File: src/rtl/mod_controller_poll_scheduler.sv
// -----------------------------------------------------------------------------
// mod_controller_poll_scheduler
//
// Runs the NES serial read protocol for two controller ports that share one
// latch line and one pulse line. A poll starts on each falling edge of vsync.
// Each poll shifts in NUM_BITS button bits per port. Both button bytes are
// then committed in the same cycle, so software never sees a mixed frame.
//
// Ports:
//   in_clk_12_mhz        system clock (12 MHz)
//   in_reset             asynchronous, active-high reset
//   in_vsync             VGA vsync, active-low, asynchronous to in_clk_12_mhz
//   in_poll_enable       gates new polls; a poll already running still completes
//   in_controller0_data  port 0 serial data, active-low (0 = pressed)
//   in_controller1_data  port 1 serial data, active-low
//   out_controller_latch shared latch line
//   out_controller_pulse shared pulse (clock) line
//   out_buttons0/1       committed buttons, 1 = pressed
//                        (bit7=A, 6=B, 5=Select, 4=Start, 3=Up, 2=Down,
//                         1=Left, 0=Right)
//   out_pressed0/1       0->1 transitions from the last commit; non-zero only
//                        while out_frame_done is high
//   out_frame_done       one-cycle strobe in the cycle after the commit
//   out_busy             high while a poll is in progress (LATCH..COMMIT)
//   out_overrun          one-cycle strobe when a trigger arrives while busy
// -----------------------------------------------------------------------------
module mod_controller_poll_scheduler #(
  parameter int LATCH_CLKS      = 144,
  parameter int HALF_PULSE_CLKS = 72,
  parameter int NUM_BITS        = 8
) (
  input  logic                in_clk_12_mhz,
  input  logic                in_reset,
  input  logic                in_vsync,
  input  logic                in_poll_enable,
  input  logic                in_controller0_data,
  input  logic                in_controller1_data,
  output logic                out_controller_latch,
  output logic                out_controller_pulse,
  output logic [NUM_BITS-1:0] out_buttons0,
  output logic [NUM_BITS-1:0] out_buttons1,
  output logic [NUM_BITS-1:0] out_pressed0,
  output logic [NUM_BITS-1:0] out_pressed1,
  output logic                out_frame_done,
  output logic                out_busy,
  output logic                out_overrun
);

  localparam logic [2:0] ST_IDLE       = 3'd0;
  localparam logic [2:0] ST_LATCH      = 3'd1;
  localparam logic [2:0] ST_SETTLE     = 3'd2;
  localparam logic [2:0] ST_PULSE_HIGH = 3'd3;
  localparam logic [2:0] ST_PULSE_LOW  = 3'd4;
  localparam logic [2:0] ST_COMMIT     = 3'd5;

  localparam int CNT_MAX = (LATCH_CLKS > HALF_PULSE_CLKS) ? LATCH_CLKS : HALF_PULSE_CLKS;
  localparam int CNT_W   = $clog2(CNT_MAX) + 1;
  localparam int BIT_W   = $clog2(NUM_BITS) + 1;

  localparam logic [CNT_W-1:0] LATCH_LAST = CNT_W'(LATCH_CLKS - 1);
  localparam logic [CNT_W-1:0] HALF_LAST  = CNT_W'(HALF_PULSE_CLKS - 1);
  localparam logic [BIT_W-1:0] BITS_LAST  = BIT_W'(NUM_BITS - 1);

  logic                vs_meta, vs_sync, vs_prev;
  logic                trigger;
  logic [2:0]          state, state_next;
  logic [CNT_W-1:0]    cnt;
  logic [BIT_W-1:0]    bit_cnt;
  logic                sample;
  logic [NUM_BITS-1:0] shift0, shift1;

  // vsync is idle-high, so the synchronizer resets to 1 to avoid a false
  // trigger when reset is released.
  assign trigger = vs_prev & ~vs_sync;

  // NOTE: every signal driven here gets a default first, so no path can
  // leave it unassigned and infer a latch.
  always_comb begin
    state_next = state;
    sample     = 1'b0;
    case (state)
      ST_IDLE:       if (trigger && in_poll_enable) state_next = ST_LATCH;
      ST_LATCH:      if (cnt == LATCH_LAST) state_next = ST_SETTLE;
      ST_SETTLE:     if (cnt == HALF_LAST) begin
                       sample     = 1'b1;
                       state_next = ST_PULSE_HIGH;
                     end
      ST_PULSE_HIGH: if (cnt == HALF_LAST) state_next = ST_PULSE_LOW;
      ST_PULSE_LOW:  if (cnt == HALF_LAST) begin
                       sample     = 1'b1;
                       // The last bit is taken here, so no extra pulse is issued.
                       state_next = (bit_cnt == BITS_LAST) ? ST_COMMIT : ST_PULSE_HIGH;
                     end
      ST_COMMIT:     state_next = ST_IDLE;
      default:       state_next = ST_IDLE;
    endcase
  end

  // NOTE: state is updated with non-blocking assignments only, so every
  // flop in this block sees the pre-edge values of the others.
  always_ff @(posedge in_clk_12_mhz or posedge in_reset) begin
    if (in_reset) begin
      vs_meta              <= 1'b1;
      vs_sync              <= 1'b1;
      vs_prev              <= 1'b1;
      state                <= ST_IDLE;
      cnt                  <= '0;
      bit_cnt              <= '0;
      shift0               <= '0;
      shift1               <= '0;
      out_controller_latch <= 1'b0;
      out_controller_pulse <= 1'b0;
      out_buttons0         <= '0;
      out_buttons1         <= '0;
      out_pressed0         <= '0;
      out_pressed1         <= '0;
      out_frame_done       <= 1'b0;
      out_busy             <= 1'b0;
      out_overrun          <= 1'b0;
    end else begin
      vs_meta <= in_vsync;
      vs_sync <= vs_meta;
      vs_prev <= vs_sync;

      state <= state_next;

      // The phase counter restarts on every state change and rests at 0 in IDLE.
      if (state_next != state || state == ST_IDLE) cnt <= '0;
      else                                         cnt <= cnt + CNT_W'(1);

      if (state == ST_IDLE) bit_cnt <= '0;
      else if (sample)      bit_cnt <= bit_cnt + BIT_W'(1);

      // The first bit sampled (A) ends up in the MSB after NUM_BITS shifts.
      if (sample) begin
        shift0 <= {shift0[NUM_BITS-2:0], ~in_controller0_data};
        shift1 <= {shift1[NUM_BITS-2:0], ~in_controller1_data};
      end

      // Line outputs follow the next state so they are registered and aligned
      // with the state they belong to.
      out_controller_latch <= (state_next == ST_LATCH);
      out_controller_pulse <= (state_next == ST_PULSE_HIGH);
      out_busy             <= (state_next != ST_IDLE);

      // COMMIT also counts as busy for overrun purposes.
      out_overrun <= trigger && (state != ST_IDLE);

      if (state == ST_COMMIT) begin
        out_buttons0   <= shift0;
        out_buttons1   <= shift1;
        out_pressed0   <= shift0 & ~out_buttons0;
        out_pressed1   <= shift1 & ~out_buttons1;
        out_frame_done <= 1'b1;
      end else begin
        out_pressed0   <= '0;
        out_pressed1   <= '0;
        out_frame_done <= 1'b0;
      end
    end
  end

endmodule

File: config.mk
export PLATFORM = sky130hd
export DESIGN_NAME = mod_controller_poll_scheduler
export DESIGN_NICKNAME = d
export VERILOG_FILES = /design/src/rtl/mod_controller_poll_scheduler.sv
export SDC_FILE = /design/constraint.sdc
export NUM_CORES = 1
export LEC_CHECK = 0
export CORE_MARGIN = 2
export CORE_UTILIZATION = 57
export DETAILED_ROUTE_END_ITERATION = 10
export PLACE_DENSITY = 0.84
export SYNTH_ARGS = -nofsm -noshare
export SYNTH_HDL_FRONTEND = slang
export SYNTH_SLANG_ARGS = --single-unit
File: constraint.sdc
create_clock -name in_clk_12_mhz -period 5.2 [get_ports in_clk_12_mhz]
set_input_delay 0.78 -clock in_clk_12_mhz [delete_from_list [all_inputs] [get_ports in_clk_12_mhz]]
set_output_delay 0.78 -clock in_clk_12_mhz [all_outputs]
set_load 0.005 [all_outputs]
* After elaboration in Yosys (flattened, before gate mapping)
Index checks and enable logic that the tools add are counted.
** Storage, ports and cells
- Register bits :: 72
- Logic and storage cells :: 61
** Cells by class
- Bitwise logic cells :: 8
- Reductions and logical operators :: 8
- Add/subtract/negate cells :: 2
- Multiplexer cells :: 15
- Equal/unequal tests :: 11
** Operators by type and width (count)
- $mux 3 :: 6
- $and 8x8->8 :: 2
- $mux 8 :: 2
- $not 8->8 :: 2
- $pmux 3 s5 :: 1
- $add 9x1->9 const B :: 1
- $eq 3x2->1 const B :: 3
- $eq 9x7->1 const B :: 1
- $eq 9x8->1 const B :: 1
- $mux 9 :: 1
- $mux 4 :: 2
- $eq 3x1->1 const B :: 2
- $eq 3x3->1 const B :: 2
- $reduce_bool 3->1 :: 2
- $add 4x1->4 const B :: 1
- $eq 4x3->1 const B :: 1
- $logic_not 3->1 :: 1
- $mux 1 :: 3
- $ne 3x3->1 :: 1
- $not 1->1 :: 3
- $logic_and 1x1->1 :: 2
- $reduce_bool 2->1 :: 1
- $reduce_or 2->1 :: 1
- $and 1x1->1 :: 1
- $logic_or 1x1->1 :: 1

* Longest topological paths before layout
Gate-level depths: netlist of the first run.
- Word-level depth :: 8
- Gate-level depth with buffers :: 6

* Worst setup path before layout of the first run
Ideal clock, no wire load.
- Kind :: register to register
- Start point :: register cnt[4]
- End point :: register shift0[1]
- Stages on the path, launching flop included :: 5
- Setup slack :: 3.212 ns
- Library setup time :: 0.125 ns
- Data arrival time :: 1.863 ns
- Clock period less this slack :: 1.988 ns
- Cells stage by stage :: dfrtp_1 -> or4_4 -> nor4_4 -> buf_4 -> mux2_2
** Between the ends
- Longest elaborated chain between the ends :: 3
** RTL lines
- start: declaration :: RTL line 67 : logic [CNT_W-1:0] cnt;
- start signal: assignment :: RTL line 129 : else cnt <= cnt + CNT_W'(1);
- $eq 9x7->1 :: RTL line 84, 89
- $mux 1 :: RTL line 84, 89
- $mux 1
- end signal: assignment :: RTL line 136 : shift0 <= {shift0[NUM_BITS-2:0], ~in_controller0_data};
- end: declaration :: RTL line 70 : logic [NUM_BITS-1:0] shift0, shift1;
No other way between the ends.
A chain may end at the register's enable or synchronous reset.

* Worst setup path in the final report of the first run
- Start point :: register cnt[4]
- End point :: register shift0[5]
Same word-level chain as after synthesis.

==> results of run 1 <==
cell families after synthesis:
kind of cell	after synthesis	synth area share (%)
muxes	16	6.25
and+or+nand+nor	112	20.1
DFF	72	63.5
buffers and inverters	14	2.24
AOI/OAI and AO/OA	16	3.92
xor gates and xnor gates	10	3.08
adders and majority gates	2	0.880
path summary, 6_finish.rpt:
kind / startpoint / end / slack [ns] / cells after the start
worst max-delay path: cnt[4]$_DFF_PP0_ / shift0[5]$_DFFE_PP0P_ / 3.13 / 4
worst min-delay path: vs_meta$_DFF_PP1_ / vs_sync$_DFF_PP1_ / 0.36 / 0
worst max register to register: cnt[4]$_DFF_PP0_ / shift0[5]$_DFFE_PP0P_ / 3.13 / 4
worst min register to register: vs_meta$_DFF_PP1_ / vs_sync$_DFF_PP1_ / 0.36 / 0
max in group asynchronous: in_reset / shift0[0]$_DFFE_PP0P_ / 3.62 / 3
min in group asynchronous: in_reset / out_buttons1[1]$_DFFE_PP0P_ / 1.01 / 3
flip-flops by register name, summed over array words and instances (netlist names):
| register | count |
|---|---|
| bit_cnt | 4 |
| shift1 | 8 |
| out_buttons1 | 8 |
| vs_meta | 1 |
| vs_prev | 1 |
| out_frame_done | 1 |
| out_pressed1 | 8 |
| out_busy | 1 |
| shift0 | 8 |
| out_controller_pulse | 1 |
| out_controller_latch | 1 |
| out_buttons0 | 8 |
| vs_sync | 1 |
| out_pressed0 | 8 |
| cnt | 9 |
| state | 3 |
| out_overrun | 1 |
per-stage QoR:
step	instance area [µm²]	hold slack, ns
4_1_cts	3530	0.357
6_report	3530	0.356
2_1_floorplan	2840	0.345
3_3_place_gp	3320	0.347
5_1_grt	3530	0.359
3_5_place_dp	3320	0.348
layout make-up:
cell class              instances  area [µm²]  share of cell area (%)
clock buffers                  12         155                    4.40
clock inverters                 4        52.6                    1.49
inverters                       4        15.0                   0.426
multi-input cells             156         973                    27.6
flip-flops and latches         72        1810                    51.2
well taps                      67        83.8                    2.38
repair buffers                 45         443                    12.6
cell usage in the layout (no fill, tap or decap), types with 3 or more instances in the layout:
cell / synthesis / routed
clkinvlp_4: 0 / 3
nand3_1: 4 / 4
nand2_1: 55 / 55
nor2b_1: 3 / 3
buf_4: 1 / 3
nor3_1: 3 / 3
xor2_1: 3 / 3
a21oi_1: 4 / 4
nor2_1: 15 / 15
xnor2_1: 7 / 7
clkdlybuf4s50_1: 0 / 42
clkbuf_8: 0 / 11
nor3b_1: 18 / 18
dfstp_2: 3 / 3
mux2_2: 14 / 14
dfrtp_1: 69 / 69
routing by layer:
metal  up-vias  GRT usage [%]
met5         -              0
met4         0           8.73
met3         9           7.36
met2        40           31.1
met1       917           27.4
li1        901              -
worst register-to-register path, stage by stage (launching register included):
cell     delay (ns)
dfrtp_1        0.45
or4_4          0.57
nor4_4         0.22
buf_4          0.33
mux2_2         0.38
power groups by stage:
stage	clock [mW]	sequential, mW	combinational, mW
after CTS	0.459	0.563	0.0169
after floorplan	0	0.574	0.00880
after global routing	0.483	0.563	0.0191
after detailed placement	0	0.574	0.0169
after global placement	0	0.574	0.0166
final	0.449	0.563	0.0162
==> results.md, run 1 <==
* Outcome: completed
* Sequential Power Share at 54.8%
* Max_cap viols at 0
* #FFs+latches synth at between 70 and 80
* TritonCTS buffer count at 9
* Overflow after GRT at 0
* Syn Inst Count at ~240
* Top cells by area, synth: dfrtp_1 (61%), nand2_1 (7.3%), mux2_2 (5.5%)
* Clock slew at reported path FFs at about 0.070 ns
* CTS sink count at between 70 and 80
* Crit Path Class: flip-flop to flip-flop
* Largest net degree at the start of global routing at 73
* Least-Margin Pin Slew at between 0.8 and 0.9 ns
* Comb pwr share at 1.6%
* Post-CTS setup buffers at 0
* Share of total power in the clock network at between 40% and 50%
* P&R area growth vs syn at 24.1%
* Slowest-stage cell, CP: or4_4
* Met2 WL at 2420 µm
* Dominant cell type by area after synthesis: dfrtp_1
* Total power at approximately 1 mW
* Number of synthesized flops with an enable pin at 0
* Setup-failing EPs final at 0
* Fillers at 311
* Slew margin rel. at between 40% and 50%
* Initial antenna violation count at 0
* Asr flop ratio synth at 100%
* Unrepaired setup endpoints after global routing: no
* Post-synthesis cell type count at 41
* GRT Total Usage at a little over 20%
* Final critical-path setup slack at around 3.1 ns
* Startpoint Class: flip-flop
* Die span in y at about 75 µm
* Tightest Hold Check Type: flip-flop to flip-flop
* Initial core utilization at between 50% and 60%
* Internal power at slightly above 0.8 mW
* Layout Skew at about 0.0098 ns
* Critical Path AT at around 2.3 ns
* Post-synthesis sequential area ratio at roughly 64%
* Final hold viol count at 0
* Clock Latency Late Sink at 0.35 ns
* Fin Setup TNS at 0 ns
* Drt wl/cell at around 14 µm
* Top layer in use: met4
* Routed vias at around 1,900
* Bufs on Longest Clock Path at 2
* Post-CTS Hold Buffers at 0
* Final WL at about 5000 µm
* Primary FF master, synth: dfrtp_1
* HPWL after detailed placement at 3290 µm
* DIE WIDTH at about 75 µm
* Vias in the first global route at 1,815
* Vias per cell at about 5.2
* Cell family contributing the most delay on the critical path: simple AND/OR/NAND/NOR gates
* DR WL met3 at about 190 µm
* Post-Syn Area at 2840 µm²
* Final core utilization at between 70% and 80%
* Sw Ratio at 20.7%
* M1 WL at approximately 2300 µm
* Cells along the critical path: or4_4 -> nor4_4 -> buf_4 -> mux2_2
* Final net count at between 200 and 300
* Root Driver: clkbuf_8
* Worst Path Max Fanout at 23
* Yosys warning total at 0
* DR pass1 iterations at 4
* Syn Area/Cell at about 12 µm²
* First-pass GRT wire length at around 8500 µm
* Crit end category: flip-flop
* Post-synthesis net count at 250
* Final ANT Viol Nets at 0
* DRC Markers at 0
* Fmax at between 0.4 and 0.5 GHz
* Most frequent cell after synthesis: dfrtp_1
* Placement Rows at 25
* Die area at about 5600 µm²
* Fin crit period at 2.07 ns
* H-tree Lvls at 3
* Post-synth top cells: dfrtp_1 (69), nand2_1 (55), nor3b_1 (18)
* # diodes at 0
* CTS tree: built
* Layout cell share with drive strength beyond 1 at between 10 and 15%
* PortBufs at 42
* P_sw at approximately 0.21 mW
* Final slew viol count at 0
* 1st-iter DRT viols at 96
* GPL Wtd Cong at 0.731
* Core footprint at approximately 4800 µm²
* Final period utilization at 39.7%
* Placed Cells incl. Taps at 344
* DP Worst Slack at 3.15 ns
* Post-cts sizing count at 0
* Crit path buf inv count at 1
* Req. time, crit path at ~5.4 ns
* Final cell count without fillers at 360
* VDD IR max at between 0.2 and 0.3 mV
* # IOs at 43
* P_leak at between 1.5 and 2 nW
* Slowest stage delay, CP at about 0.57 ns
* Post-synth top area share at 60.7%
* Pwr/cell area at just under 300 nW/µm²
No activity file was read; power rests on OpenSTA's default activity.
==> run 2, diff against run 1 <==
--- a/config.mk
+++ b/config.mk
@@ -6,9 +6,9 @@
 export NUM_CORES = 1
 export LEC_CHECK = 0
 export CORE_MARGIN = 2
-export CORE_UTILIZATION = 57
+export CORE_UTILIZATION = 48
 export DETAILED_ROUTE_END_ITERATION = 10
-export PLACE_DENSITY = 0.84
+export PLACE_DENSITY = 0.75
 export SYNTH_ARGS = -nofsm -noshare
 export SYNTH_HDL_FRONTEND = slang
 export SYNTH_SLANG_ARGS = --single-unit
==> constraint.sdc (replaced) <==
create_clock -name in_clk_12_mhz -period 1.83 [get_ports in_clk_12_mhz]
set_input_delay 0.2745 -clock in_clk_12_mhz [delete_from_list [all_inputs] [get_ports in_clk_12_mhz]]
set_output_delay 0.2745 -clock in_clk_12_mhz [all_outputs]
set_load 0.005 [all_outputs]
==> run 2 against run 1 <==
The run now ends with negative setup slack left. Die area increased by 18%. Via count increased by 1.8%. Critical path depth unchanged. Utilization decreased by 10 points. Non-clock buffer count increased by 12. Register-to-register slack got worse by 3.2 ns. Routed wire length increased by 4.3%. Final cell count increased by 5.6%. Critical path type unchanged. Critical endpoint is now shift0[4]$_DFFE_PP0P_. Largest power group unchanged.
==> results.md, run 2 (synthesis gave the netlist of run 1 again) <==
* Outcome: finished, violations left
* Failing checks: negative setup slack
* First-pass GRT wire length at ~8700 µm
* Setup-failing EPs final at 14
* Startpoint Class: flip-flop
* Final net count at slightly above 300
* Worst Path Max Fanout at 23
* Fin Setup TNS at -0.811 ns
* Layout cell share with drive strength beyond 1 at just over 20%
* TritonCTS buffer count at 9
* DIE WIDTH at roughly 80 µm
* Pwr/cell area at around 760 nW/µm²
* DRC Markers at 0
* Slew margin rel. at 74.8%
* H-tree Lvls at 3
* Initial antenna violation count at 0
* Slowest stage delay, CP at roughly 0.56 ns
* Final WL at 5230 µm
* Leading cell type in the layout, fill and taps excluded: dfrtp_1
* Fmax at between 0.5 and 0.6 GHz
* Clock slew at reported path FFs at about 0.070 ns
* Cell Area, Placed at between 3000 and 4000 µm²
* Core footprint at just under 6000 µm²
* Unrepaired setup endpoints after global routing: yes
* Critical Path AT at approximately 2.1 ns
* VDD IR max at 0.469 mV
* Final critical-path setup slack at -0.0750 ns
* Final ANT Viol Nets at 0
* PortBufs at 42
* Least-Margin Pin Slew at around 0.37 ns
* Largest net degree at the start of global routing at 73
* CTS tree: built
* Req. time, crit path at roughly 2.1 ns
* Crit end category: flip-flop
* Cells along the critical path: or4_4 -> nor4_4 -> buf_12 -> mux2_2
* Max reg flops at 9
* Post-CTS Hold Buffers at 0
* Vias in the first global route at roughly 1,900
* 1st-iter DRT viols at about 120
* Overflow after GRT at 0
* Layout Skew at 0.00884 ns
* GRT Total Usage at 18.0%
* Final core utilization at ~64%
* Root Driver: clkbuf_8
* Die span in y at ~81 µm
* Most frequent cells in the layout: dfrtp_1 (69), nand2_1 (55), clkdlybuf4s50_1 (42)
* Final cell area excluding filler cells at ~3700 µm²
* Placement Rows at 28
* Slowest-stage cell, CP: or4_4
* Initial core utilization at between 40% and 50%
* Bufs on Longest Clock Path at 2
* Total power at 2.83 mW
* Max_cap viols at 0
* Tightest Hold Check Type: input pin to flip-flop
* Routed vias at about 1,900
* Final slew viol count at 0
* Vias per cell at 5.00
* HPWL after detailed placement at 3310 µm
* CTS sink count at 72
* Fin crit period at 1.90 ns
* P&R area growth vs syn at 30.4%
* DR pass1 iterations at 4
* Final cell count without fillers at between 300 and 400
* Clock Latency Late Sink at between 0.3 and 0.4 ns
* Final hold viol count at 0
* Die area at 6550 µm²
* # diodes at 0
* DP Worst Slack at -0.0521 ns
* Final period utilization at 104%
* Drt wl/cell at 13.8 µm
* Placed Cells incl. Taps at roughly 360
* Crit Path Class: flip-flop to flip-flop
* GPL Wtd Cong at about 0.8
* # IOs at 43
* Largest reg by FF count: cnt
* P_leak at 1.71 nW
* Hold WS at between 0.3 and 0.4 ns
## run 2: cell types whose count changed in the layout (fill, tap and decap cells not counted), moves of 2 or more
cell    delta
mux2_4     +5
buf_12     +2
mux2_2     -5
buf_4      +9
## run 2: timing repair
action                                  4_1_cts  5_1_grt
endpoints found under the setup margin       15       28
gates cloned                                  0        1
setup buffers                                 0        1
pin swaps                                     0        2
resized for setup                             1       13
## run 2: worst paths after layout
check / start / to / slack [ns] / depth (start not counted)
max in group asynchronous: in_reset / vs_meta$_DFF_PP1_ / 1.12 / 3
min in group asynchronous: in_reset / out_pressed0[2]$_DFF_PP0_ / 0.38 / 3
min: in_vsync / vs_meta$_DFF_PP1_ / 0.33 / 1
max: cnt[8]$_DFF_PP0_ / shift0[4]$_DFFE_PP0P_ / -0.07 / 4
min reg2reg: vs_meta$_DFF_PP1_ / vs_sync$_DFF_PP1_ / 0.36 / 0
max reg2reg: cnt[8]$_DFF_PP0_ / shift0[4]$_DFFE_PP0P_ / -0.07 / 4
## run 2: cell type report
cell class / instances / area, µm²
clock buffers: 12 / 165
clock inverters: 4 / 27.5
fillers: 460 / 2110
inverters: 4 / 18.8
well taps: 75 / 93.8
repair buffers: 57 / 562
multi-input cells: 156 / 1030
flip-flops and latches: 72 / 1810
## run 2: power breakdown
group / internal (mW) / leakage (nW) / switching, mW / total (mW)
Clock: 0.600 / 0.0906 / 0.578 / 1.18
Sequential: 1.60 / 0.954 / 0.00176 / 1.60
Combinational: 0.0175 / 0.665 / 0.0333 / 0.0507
Total: 2.21 / 1.71 / 0.613 / 2.83
## run 2: worst max-delay path: cells and delay by family (launching register included)
kind	cells	cell delay (ns)
buffers and inverters	1	0.22
DFF	1	0.38
muxes	1	0.35
and+or+nand+nor	2	0.84
## run 2: routing by layer
layer	share of wire (%)	GRT usage (%)
met2	47	27.5
met5	0	0
met1	46	23.6
met3	4.0	4.11
met4	2.4	10.3
